[config.mk]
export PLATFORM = sky130hd
export DESIGN_NAME = jtag_readback_tx
export DESIGN_NICKNAME = d
export VERILOG_FILES = /design/src/rtl/jtag_tx_pkg.sv /design/src/rtl/jtag_tx_fifo.sv /design/src/rtl/jtag_readback_tx.sv
export SDC_FILE = /design/constraint.sdc
export NUM_CORES = 1
export LEC_CHECK = 0
export CAP_MARGIN = 40
export CORE_MARGIN = 4
export CORE_UTILIZATION = 60
export CTS_CLUSTER_SIZE = 12
export DETAILED_ROUTE_END_ITERATION = 8
export PLACE_DENSITY = 0.79
export SETUP_SLACK_MARGIN = 0.2
export SYNTH_ARGS = -nofsm -noshare
export SYNTH_HDL_FRONTEND = slang
export SYNTH_SLANG_ARGS = --single-unit
[constraint.sdc]
create_clock -name clock -period 4.3 [get_ports clock]
set_input_delay 0.86 -clock clock [delete_from_list [all_inputs] [get_ports clock]]
set_output_delay 0.86 -clock clock [all_outputs]
set_load 0.01 [all_outputs]
[src/rtl/jtag_tx_pkg.sv]
// rtl/jtag_tx_pkg.sv - shared types, frame layout and helpers for the ER1 readback path
package jtag_tx_pkg;

  typedef enum logic [1:0] {
    IDLE     = 2'd0,
    LOADED   = 2'd1,
    SHIFTING = 2'd2
  } tx_state_t;

  // Frame header: bit0 valid, [7:1] occupancy after pop, data above.
  localparam int HDR_W     = 8;
  localparam int VALID_BIT = 0;
  localparam int LEVEL_LSB = 1;
  localparam int LEVEL_W   = 7;
  localparam int DATA_LSB  = 8;

  function automatic int frame_w(input int width);
    return width + HDR_W;
  endfunction

  // Occupancy as reported in the frame header, clamped to the 7-bit field.
  function automatic logic [LEVEL_W-1:0] sat_level(input int lvl);
    if (lvl > (1 << LEVEL_W) - 1) begin
      return {LEVEL_W{1'b1}};
    end
    return LEVEL_W'(lvl);
  endfunction

endpackage

[src/rtl/jtag_tx_fifo.sv]
// rtl/jtag_tx_fifo.sv - synchronous DEPTH x WIDTH FIFO with first-word-fall-through read
module jtag_tx_fifo #(
  parameter int WIDTH = 32,
  parameter int DEPTH = 8
) (
  input  logic                     clock,
  input  logic                     reset,
  input  logic                     push,
  input  logic [WIDTH-1:0]         push_data,
  input  logic                     pop,
  output logic [WIDTH-1:0]         pop_data,
  output logic                     full,
  output logic                     empty,
  output logic [$clog2(DEPTH):0]   level
);

  localparam int AW = $clog2(DEPTH);

  logic [WIDTH-1:0] mem [DEPTH];
  logic [AW-1:0]    wr_ptr;
  logic [AW-1:0]    rd_ptr;
  logic [AW:0]      count;
  logic             do_push;
  logic             do_pop;

  assign full     = (count == (AW + 1)'(DEPTH));
  assign empty    = (count == '0);
  assign level    = count;
  assign pop_data = mem[rd_ptr];
  assign do_push  = push & ~full;
  assign do_pop   = pop & ~empty;

  // Storage array; contents need no reset because count gates every read.
  always_ff @(posedge clock) begin
    if (do_push) begin
      mem[wr_ptr] <= push_data;
    end
  end

  // Pointers wrap naturally since DEPTH is a power of two.
  always_ff @(posedge clock or posedge reset) begin
    if (reset) begin
      wr_ptr <= '0;
      rd_ptr <= '0;
      count  <= '0;
    end else begin
      if (do_push) begin
        wr_ptr <= wr_ptr + AW'(1);
      end
      if (do_pop) begin
        rd_ptr <= rd_ptr + AW'(1);
      end
      case ({do_push, do_pop})
        2'b10:   count <= count + (AW + 1)'(1);
        2'b01:   count <= count - (AW + 1)'(1);
        default: count <= count;
      endcase
    end
  end

endmodule

[src/rtl/jtag_readback_tx.sv]
// rtl/jtag_readback_tx.sv - fabric-to-host ER1 readback; JTAG_TX_RETRY_EN re-presents short-shifted words
module jtag_readback_tx
  import jtag_tx_pkg::*;
#(
  parameter int WIDTH      = 32,
  parameter int FIFO_DEPTH = 8
) (
  input  logic             clock,
  input  logic             reset,
  input  logic             jtck,
  input  logic             jce1,
  input  logic             jshift,
  input  logic             jupdate,
  input  logic             jrstn,
  output logic             jtdo1,
  input  logic [WIDTH-1:0] s_data,
  input  logic             s_valid,
  output logic             s_ready,
  output logic [6:0]       level,
  output logic [7:0]       dropped
);

  localparam int FRAME_W = frame_w(WIDTH);
  localparam int CNT_W   = $clog2(FRAME_W + 1);
  localparam int LVL_W   = $clog2(FIFO_DEPTH) + 1;

  logic [2:0]         jtck_q;
  logic [1:0]         jce1_q;
  logic [1:0]         jshift_q;
  logic [1:0]         jupdate_q;
  logic [1:0]         jrstn_q;
  logic               jtck_rise;
  logic               tap_rst;
  logic               ev_cap;
  logic               ev_sh;
  logic               ev_upd;

  tx_state_t          state;
  tx_state_t          state_next;
  logic [FRAME_W-1:0] sr;
  logic [FRAME_W-1:0] sr_next;
  logic [FRAME_W-1:0] frame;
  logic [CNT_W-1:0]   bitcnt;
  logic               cur_valid;
  logic               do_load;
  logic               do_shift;
  logic               abort;
  logic               short_shift;
  logic               lost;
  logic               use_held;
  logic [WIDTH-1:0]   held_data;

  logic               fifo_push;
  logic               fifo_pop;
  logic               fifo_full;
  logic               fifo_empty;
  logic [WIDTH-1:0]   fifo_rdata;
  logic [LVL_W-1:0]   fifo_level;

  assign fifo_push = s_valid & s_ready;
  assign s_ready   = ~fifo_full;
  assign level     = 7'(fifo_level);

  jtag_tx_fifo #(
    .WIDTH (WIDTH),
    .DEPTH (FIFO_DEPTH)
  ) u_fifo (
    .clock     (clock),
    .reset     (reset),
    .push      (fifo_push),
    .push_data (s_data),
    .pop       (fifo_pop),
    .pop_data  (fifo_rdata),
    .full      (fifo_full),
    .empty     (fifo_empty),
    .level     (fifo_level)
  );

  // Bring the JTAGG signals into the clock domain; jtck gets a third stage for edge detect.
  always_ff @(posedge clock or posedge reset) begin
    if (reset) begin
      jtck_q    <= '0;
      jce1_q    <= '0;
      jshift_q  <= '0;
      jupdate_q <= '0;
      jrstn_q   <= '0;
    end else begin
      jtck_q    <= {jtck_q[1:0], jtck};
      jce1_q    <= {jce1_q[0], jce1};
      jshift_q  <= {jshift_q[0], jshift};
      jupdate_q <= {jupdate_q[0], jupdate};
      jrstn_q   <= {jrstn_q[0], jrstn};
    end
  end

  // Controls are taken from the same synchroniser depth as the jtck edge they qualify.
  assign jtck_rise = jtck_q[1] & ~jtck_q[2];
  assign tap_rst   = ~jrstn_q[1];
  assign ev_cap    = jtck_rise & jce1_q[1] & ~jshift_q[1];
  assign ev_sh     = jtck_rise & jce1_q[1] & jshift_q[1];
  assign ev_upd    = jtck_rise & jupdate_q[1];

  // FSM state register.
  always_ff @(posedge clock or posedge reset) begin
    if (reset) begin
      state <= IDLE;
    end else begin
      state <= state_next;
    end
  end

  // FSM next state; TAP reset overrides every event.
  always_comb begin
    state_next = state;
    case (state)
      IDLE: begin
        if (ev_cap) state_next = LOADED;
      end
      LOADED, SHIFTING: begin
        if (ev_cap)      state_next = LOADED;
        else if (ev_sh)  state_next = SHIFTING;
        else if (ev_upd) state_next = IDLE;
      end
      default: state_next = IDLE;
    endcase
    if (tap_rst) state_next = IDLE;
  end

  // FSM outputs: load/shift strobes and the end of an in-flight word (abort).
  always_comb begin
    do_load  = 1'b0;
    do_shift = 1'b0;
    abort    = 1'b0;
    if (tap_rst) begin
      abort = (state != IDLE);
    end else begin
      case (state)
        IDLE: begin
          do_load = ev_cap;
        end
        LOADED, SHIFTING: begin
          do_load  = ev_cap;
          do_shift = ev_sh & ~ev_cap;
          abort    = ev_cap | ev_upd;
        end
        default: begin
          do_load = 1'b0;
        end
      endcase
    end
  end

  assign short_shift = abort & cur_valid & (bitcnt < CNT_W'(FRAME_W));
  assign fifo_pop    = do_load & ~use_held & ~fifo_empty;

  // Frame assembly: held word first, else FIFO head, else all zeros.
  always_comb begin
    frame = '0;
    if (use_held) begin
      frame[VALID_BIT]             = 1'b1;
      frame[LEVEL_LSB +: LEVEL_W]  = sat_level(int'(fifo_level));
      frame[DATA_LSB +: WIDTH]     = held_data;
    end else if (!fifo_empty) begin
      frame[VALID_BIT]             = 1'b1;
      frame[LEVEL_LSB +: LEVEL_W]  = sat_level(int'(fifo_level) - 1);
      frame[DATA_LSB +: WIDTH]     = fifo_rdata;
    end
  end

  // Next shift-register value; zeros enter at the top so overshift reads zeros.
  always_comb begin
    sr_next = sr;
    if (tap_rst) begin
      sr_next = '0;
    end else if (do_load) begin
      sr_next = frame;
    end else if (do_shift) begin
      sr_next = {1'b0, sr[FRAME_W-1:1]};
    end
  end

  // Shift register and bit counter; jtdo1 is loaded with the same value as sr[0].
  always_ff @(posedge clock or posedge reset) begin
    if (reset) begin
      sr        <= '0;
      jtdo1     <= 1'b0;
      bitcnt    <= '0;
      cur_valid <= 1'b0;
    end else begin
      sr    <= sr_next;
      jtdo1 <= sr_next[0];
      if (tap_rst) begin
        bitcnt    <= '0;
        cur_valid <= 1'b0;
      end else if (do_load) begin
        bitcnt    <= '0;
        cur_valid <= frame[VALID_BIT];
      end else if (do_shift && bitcnt != CNT_W'(FRAME_W)) begin
        bitcnt <= bitcnt + CNT_W'(1);
      end
    end
  end

`ifdef JTAG_TX_RETRY_EN
  logic held_valid;
  logic delivered;

  assign delivered = do_shift & cur_valid & (bitcnt == CNT_W'(FRAME_W - 1));
  assign use_held  = do_load & held_valid;
  // A valid in-flight word is always held, so a short shift never loses it.
  assign lost      = short_shift & ~held_valid;

  // Retry holding register: set on pop, released once the whole frame has shifted.
  always_ff @(posedge clock or posedge reset) begin
    if (reset) begin
      held_valid <= 1'b0;
      held_data  <= '0;
    end else if (fifo_pop) begin
      held_valid <= 1'b1;
      held_data  <= fifo_rdata;
    end else if (delivered) begin
      held_valid <= 1'b0;
    end
  end
`else
  assign use_held  = 1'b0;
  assign held_data = '0;
  assign lost      = short_shift;
`endif

  // Lost-word counter, saturating so the host can tell it wrapped.
  always_ff @(posedge clock or posedge reset) begin
    if (reset) begin
      dropped <= '0;
    end else if (lost && dropped != 8'hff) begin
      dropped <= dropped + 8'd1;
    end
  end

endmodule

# ---- Word-level counts from Yosys, hierarchy flattened
# Memories as Yosys holds them, arrays and structs flattened.
# Index checks and enable logic that the tools add are counted.
dict set report op_classes {
  bitwise_logic 18
  eq_ne 12
  n_mul 0
  n_lt_le_gt_ge 2
  shift 0
  add_sub_neg 7
  reduce_logical 9
  n_mux 28
  div 0
}
# op n
set op_table {}
lappend op_table {{$mux 40} 4}
lappend op_table {{$mux 6} 3}
lappend op_table {{$mux 7} 2}
lappend op_table {{$and 1x1->1} 12}
lappend op_table {{$mux 1} 12}
lappend op_table {{$mux 2} 5}
lappend op_table {{$add 8x1->8 const B} 1}
lappend op_table {{$gt 5x8->1 const B} 1}
lappend op_table {{$ne 8x8->1 const B} 1}
lappend op_table {{$pmux 4 s2} 1}
lappend op_table {{$add 3x1->3 const B} 2}
lappend op_table {{$add 6x1->6 const B} 1}
lappend op_table {{$lt 6x6->1 const B} 1}
lappend op_table {{$ne 3x1->1 const B} 2}
lappend op_table {{$ne 6x6->1 const B} 1}
lappend op_table {{$ne 5x5->1 const B} 1}
lappend op_table {{$not 1->1} 5}
lappend op_table {{$sub 4x1->5 const B} 1}
lappend op_table {{$add 4x1->4 const B} 1}
lappend op_table {{$eq 2x1->1 const B} 2}
lappend op_table {{$eq 2x2->1 const B} 2}
lappend op_table {{$eq 4x4->1 const B} 1}
lappend op_table {{$logic_not 4->1} 1}
lappend op_table {{$pmux 2 s2} 1}
lappend op_table {{10 further kinds} 12}
dict set report word_totals {
  out_inout_bits 17
  register_bits 78
  mem_count 1
  mem_bits_rw 256
  latchBits 0
  input_bits 40
  romBits 0
}
# name words width rd rd_ports_with_merged_regs write_ports line_no
set mem_list {}
lappend mem_list {u_fifo.mem 8 32 1 0 1 jtag_tx_fifo.sv:19} ;# logic [WIDTH-1:0] mem [DEPTH];

# ---- Depth between registers and ports, before layout
dict set report depth {
  word_depth 12
  depth_mapped 13
  ltp_nobuf 12
}

# ---- Modules after synthesis
# From an unflattened synthesis, not the netlist that was laid out.
dict set report unflattened {
  hier_cells 780
  area_unflattened_um2 13810.7
}
# module area_each_um2 seq_area_each_um2 cells_each n_inst
set by_module_without_submodules {}
lappend by_module_without_submodules {jtag_tx_fifo 10401.2 7937.6 438 1}
lappend by_module_without_submodules {jtag_readback_tx 3409.5 1701.6 342 1}

# ---- Worst setup path before layout
# Ideal clock, no wire load.
dict set report synth_timing {
  path_kind {register to register}
  start {register u_fifo.count[0] (netlist: u_fifo.level[0])}
  end {memory u_fifo.mem[0][0], enable pin}
  arrival_ps 3587
  slack_ps 252
  setup_ps 461
  required_ps 3839
  path_stages_with_launch 7
  path_cell_list {dfrtp_1 -> inv_1 -> ha_1 -> nand3b_1 -> nand2_1 -> or2_1 -> nor3_1}
}
dict set report synth_between {
  elab_chain_cells 6
}
# element line_no
set synth_lines {}
lappend synth_lines {{start, declared} jtag_tx_fifo.sv:22} ;# logic [AW:0] count;
lappend synth_lines {{start signal, assigned} jtag_tx_fifo.sv:54} ;# 2'b10: count <= count + (AW + 1)'(1);
lappend synth_lines {{start signal, assigned} jtag_tx_fifo.sv:55} ;# 2'b01: count <= count - (AW + 1)'(1);
lappend synth_lines {{start signal, assigned} jtag_tx_fifo.sv:56} ;# default: count <= count;
lappend synth_lines {{$eq 4x4->1 *} jtag_tx_fifo.sv:26} ;# assign full = (count == (AW + 1)'(DEPTH));
lappend synth_lines {{$not 1->1 *} jtag_readback_tx.sv:61} ;# assign s_ready = ~fifo_full;
lappend synth_lines {{net s_ready} jtag_readback_tx.sv:18} ;# output logic s_ready,
lappend synth_lines {{$and 1x1->1} jtag_readback_tx.sv:60} ;# assign fifo_push = s_valid & s_ready;
lappend synth_lines {{$and 1x1->1 *} jtag_tx_fifo.sv:30} ;# assign do_push = push & ~full;
lappend synth_lines {{$mux 1 *} jtag_tx_fifo.sv:35} ;# if (do_push) begin
lappend synth_lines {{$mux 1 (implied by the code) *} jtag_tx_fifo.sv:36} ;# mem[wr_ptr] <= push_data;
lappend synth_lines {{end, declared} jtag_tx_fifo.sv:19}
# Mark *: on every way through the listed nets, which the timed path passes. The rest lies on a longest branch.

# ---- Worst setup path in the final report
dict set report layout_timing {
  start {register u_fifo.count[1] (netlist: u_fifo.level[1])}
  end {output s_ready}
}
dict set report layout_between {
  elab_chain_cells 2
}
# element line_no
set layout_lines {}
lappend layout_lines {{$eq 4x4->1} jtag_tx_fifo.sv:26}
lappend layout_lines {{$not 1->1} jtag_readback_tx.sv:61}
lappend layout_lines {{end, declared} jtag_readback_tx.sv:18}
# No other way between the ends.

==> results.txt <==
----------------------------------------------------
[STA]
  Setup skew after layout ... 0.0189 ns
  Endpoints failing setup ... 0
  Final critical path time including I/O delays and setup ... 2.92 ns
  Final number of hold-violating endpoints ... 0
  Total negative slack ... 0 ns
  Period Utilization, post-route ... 67.9%
  Fmax ... 343 MHz
  Slew at the pin closest to its max-slew limit ... 0.914 ns
  Max-Slew Margin vs Limit ... 39.1%
  Final number of max-transition violations ... 0
  Unrepaired setup endpoints after global routing ... false

[Global routing]
  Final global-route overflow total ... 0
  Global Route Usage Sum ... 20.9%
  Largest net degree at the start of global routing ... 40
  Initial antenna violation count ... 0
  First-pass GRT wire length ... 39000 um
  Vias in the first global route ... 6946

[Route]
  First drt pass iteration count ... 5
  Remaining number of nets flagged by the antenna check after routing ... 0
  Routed WL ... 24400 um
  Number of DRC markers in iteration 0 ... 458
  DRC viols ... 0
  Drt wl/cell ... 23.0 um
  Vias after detailed routing ... 6582
  Detailed-route vias per instance ... 6.20

[Logic synthesis]
  Primary flip-flop cell chosen by synthesis mapping ... edfxtp_1
  Cell variety after synth ... 46
  Part of the Yosys area used for sequential elements ... 74.0%
  Complex-gate fraction of the synthesized area ... 4.67%
  Mux cell area share after synthesis ... 13.9%
  Main combinational cell family by area after synthesis ... multiplexers
  Post-synthesis share of cell area spent on xor and xnor gates ... 1.21%
  Cell taking the most area after synthesis ... edfxtp_1
  Leading cell types by total area after synthesis ... edfxtp_1 59%, dfrtp_1 15%, mux4_2 11%
  Avg Cell Area, Syn ... 18.9 um2
  Area fraction in and, or, nand and nor cells after synthesis ... 3.10%
  Number of warnings issued by yosys ... 0
  Arithmetic-cell share of the synthesized area counting full adders, half adders and majority gates ... 1.06%
  Number of synthesized flops with an enable pin ... 256
  Share of synthesized flip-flops with an asynchronous set or reset ... 23.4%
  Commonest cells in the synthesized netlist ... 256 x edfxtp_1, 78 x dfrtp_1, 64 x mux4_2
  Top cell type's share of synthesized area ... 59.0%
  Summed instance area of the synthesized netlist ... 13000 um2
  Most numerous cell in the Yosys netlist ... edfxtp_1
  Synthesized instance count ... 689
  #FFs+latches synth ... 334

[Floorplan]
  Core box area ... 21200 um2
  Die Outline Area ... 24100 um2
  Floorplan die width ... 155 um
  Count of pins on the block boundary ... 57
  Initial cell density of the core ... 61.6%
  Floorplan die height ... 155 um
  Row Count ... 53

[Clocking]
  Post-CTS Repair Setup Buffers ... 0
  Hold_buf cts ... 0
  Total clock buffers created by CTS ... 35
  Clock transition at path regs ... 0.06 ns
  H-tree lvl count ... 2
  Clock tree from TritonCTS ... done
  Maximum root-to-sink buffer count ... 3
  Clock root buffer master ... clkbuf_16
  Post-cts gate resize count ... 0
  Clock Sink Count ... 334
  Clock latency of the later-clocked register in the worst-skew pair ... 0.50 ns

[Setup path]
  Cells traversed along the worst timing path ... inv_1 > ha_1 > nand3b_1 > clkdlybuf4s50_1
  Delay contributed by the slowest stage of the critical path ... 0.59 ns
  Crit end category ... output pin
  CP max stage cell ... clkdlybuf4s50_1
  Element type at the critical path start ... flop
  Type of the worst setup path ... reg2out
  Required arrival time at the worst endpoint ... 3.44 ns
  Critical path peak fanout ... 7
  WP data arrival ... 2.06 ns

[Pwr]
  Cell-internal power ... 0.00633 W
  Register share of total power ... 49.4%
  Sw Ratio ... 25.8%
  Share of power burned in combinational logic ... 18.7%
  PD cells ... 571 nW/um2
  Leakage power of the design ... 5.17 nW
  Net switching power figure ... 0.00221 W
  Worst VDD drop ... 0.370 mV
  Power share of the clock group ... 31.9%

[Run status]
  Run status ... finished clean

[Run]
  Max-cap violations ... 0

[Final layout]
  Final Instance Count excl. Fillers ... 1062
  Layout-stage area growth over the synthesis result ... 14.8%
  Diodes inserted ... 0
  Number of nets in the finished design ... 815
  Fill cells ... 1252
  Fraction of final layout cells with drive strength greater than 1 ... 18.0%

[Placement]
  # port buffers ... 53
  Final weighted congestion in routability-driven placement ... 0.799
  Total placed cells including tap cells ... 1002
  DPL Wire Length ... 14200 um

[Hold path]
  Path type of the worst min-delay path ... reg2reg

----------------------------------------------------
-- power by group through the flow --
| stage | Clock (W) | Combinational, W | Sequential [W] |
|---|---|---|---|
| 3_5_place_dp | 0 | 0.00160 | 0.00429 |
| 4_1_cts | 0.00277 | 0.00162 | 0.00423 |
| 5_1_grt | 0.00292 | 0.00172 | 0.00427 |
| 3_3_place_gp | 0 | 0.00150 | 0.00431 |
| 2_1_floorplan | 0 | 0.00124 | 0.00412 |
| 6_report | 0.00272 | 0.00160 | 0.00422 |
-- state kept, by name, summed over array words and instances, names as in the netlist --
register and count:
sr 40, jrstn_q 2, jupdate_q 2, dropped 8, u_fifo.level 4, u_fifo.rd_ptr 3
u_fifo.wr_ptr 3, cur_valid 1, jtck_q 3, state 2, bitcnt 6, jshift_q 2
u_fifo.mem 256, jce1_q 2
-- cells in the final DEF (no fill, tap or decap), types with 5 or more instances in the layout --
cell type          n
a22oi_1           35
clkdlybuf4s50_1   53
and3_1             5
clkbuf_1          17
buf_4             16
o21ai_1           37
nand3_1           10
xnor2_1           11
nand4_1            5
xor2_1             7
o21ai_0            6
mux2i_1           33
a21oi_1            9
edfxtp_1         256
clkbuf_16         37
dfrtp_1           75
mux4_2            64
inv_1             11
ha_1              11
nor2_1             7
nand2_1           22
nor2_4             6
-- routing by layer --
metal / GRT usage [%] / vias to the layer above / part of all wire (%)
li1: - / 2883 / -
met4: 5.71 / 0 / 1.9
met2: 36.1 / 213 / 53
met3: 3.98 / 37 / 5.3
met1: 27.7 / 3449 / 40
met5: 0 / - / 0
-- cell families (layout without fill, tap and decap cells) --
family	Yosys count	after routing
compound gates	98	98
xor+xnor	18	18
fa+ha+maj	11	11
buf+inv	49	145
flops	334	334
mux	100	100
other cells	1	3
simple gates	78	78
-- final timing paths --
check                                         to  cells past startpoint  slack [ns]             from
min in group asynchronous             dropped[4]                      2        0.77            reset
max in group asynchronous       u_fifo.wr_ptr[2]                      3        2.76            reset
worst max-delay path                     s_ready                      4        1.38  u_fifo.level[1]
worst min register to register        jrstn_q[1]                      0        0.34       jrstn_q[0]
worst min-delay path                  jrstn_q[1]                      0        0.34       jrstn_q[0]
worst max register to register   u_fifo.level[2]                     12        1.70  u_fifo.level[1]
-- final cells by class --
class                   count  area [um2]  share of cell area (%)
clock buffers              55        1000                    6.71
clock inverters             5        26.3                   0.176
inverters                  13        50.0                   0.335
multi-input cells         308        3180                    21.3
flip-flops and latches    334        9650                    64.5
well taps                 275         344                    2.30
repair buffers             72         696                    4.66
-- critical path, delay by kind of cell (launching register included) --
family,cells,cell delay (ns)
fa+ha+maj,1,0.21
simple gates,1,0.20
buf+inv,2,0.69
flops,1,0.46
-- stage by stage --
step / hold WS, ns / cell area [um2] / util, % / power, W / setup WS, ns
finish: 0.343 / 14900 / 70.6 / 0.00854 / 1.38
global route: 0.352 / 14900 / 70.6 / 0.00891 / 1.28
CTS: 0.346 / 14900 / 70.6 / 0.00862 / 1.36
detailed placement: 0.335 / 13900 / 65.8 / 0.00589 / 1.30
global placement: 0.335 / 13900 / 65.7 / 0.00580 / 1.34
floorplan: 0.331 / 13000 / - / 0.00536 / 0.252
Power figures use the tool's default switching activity.
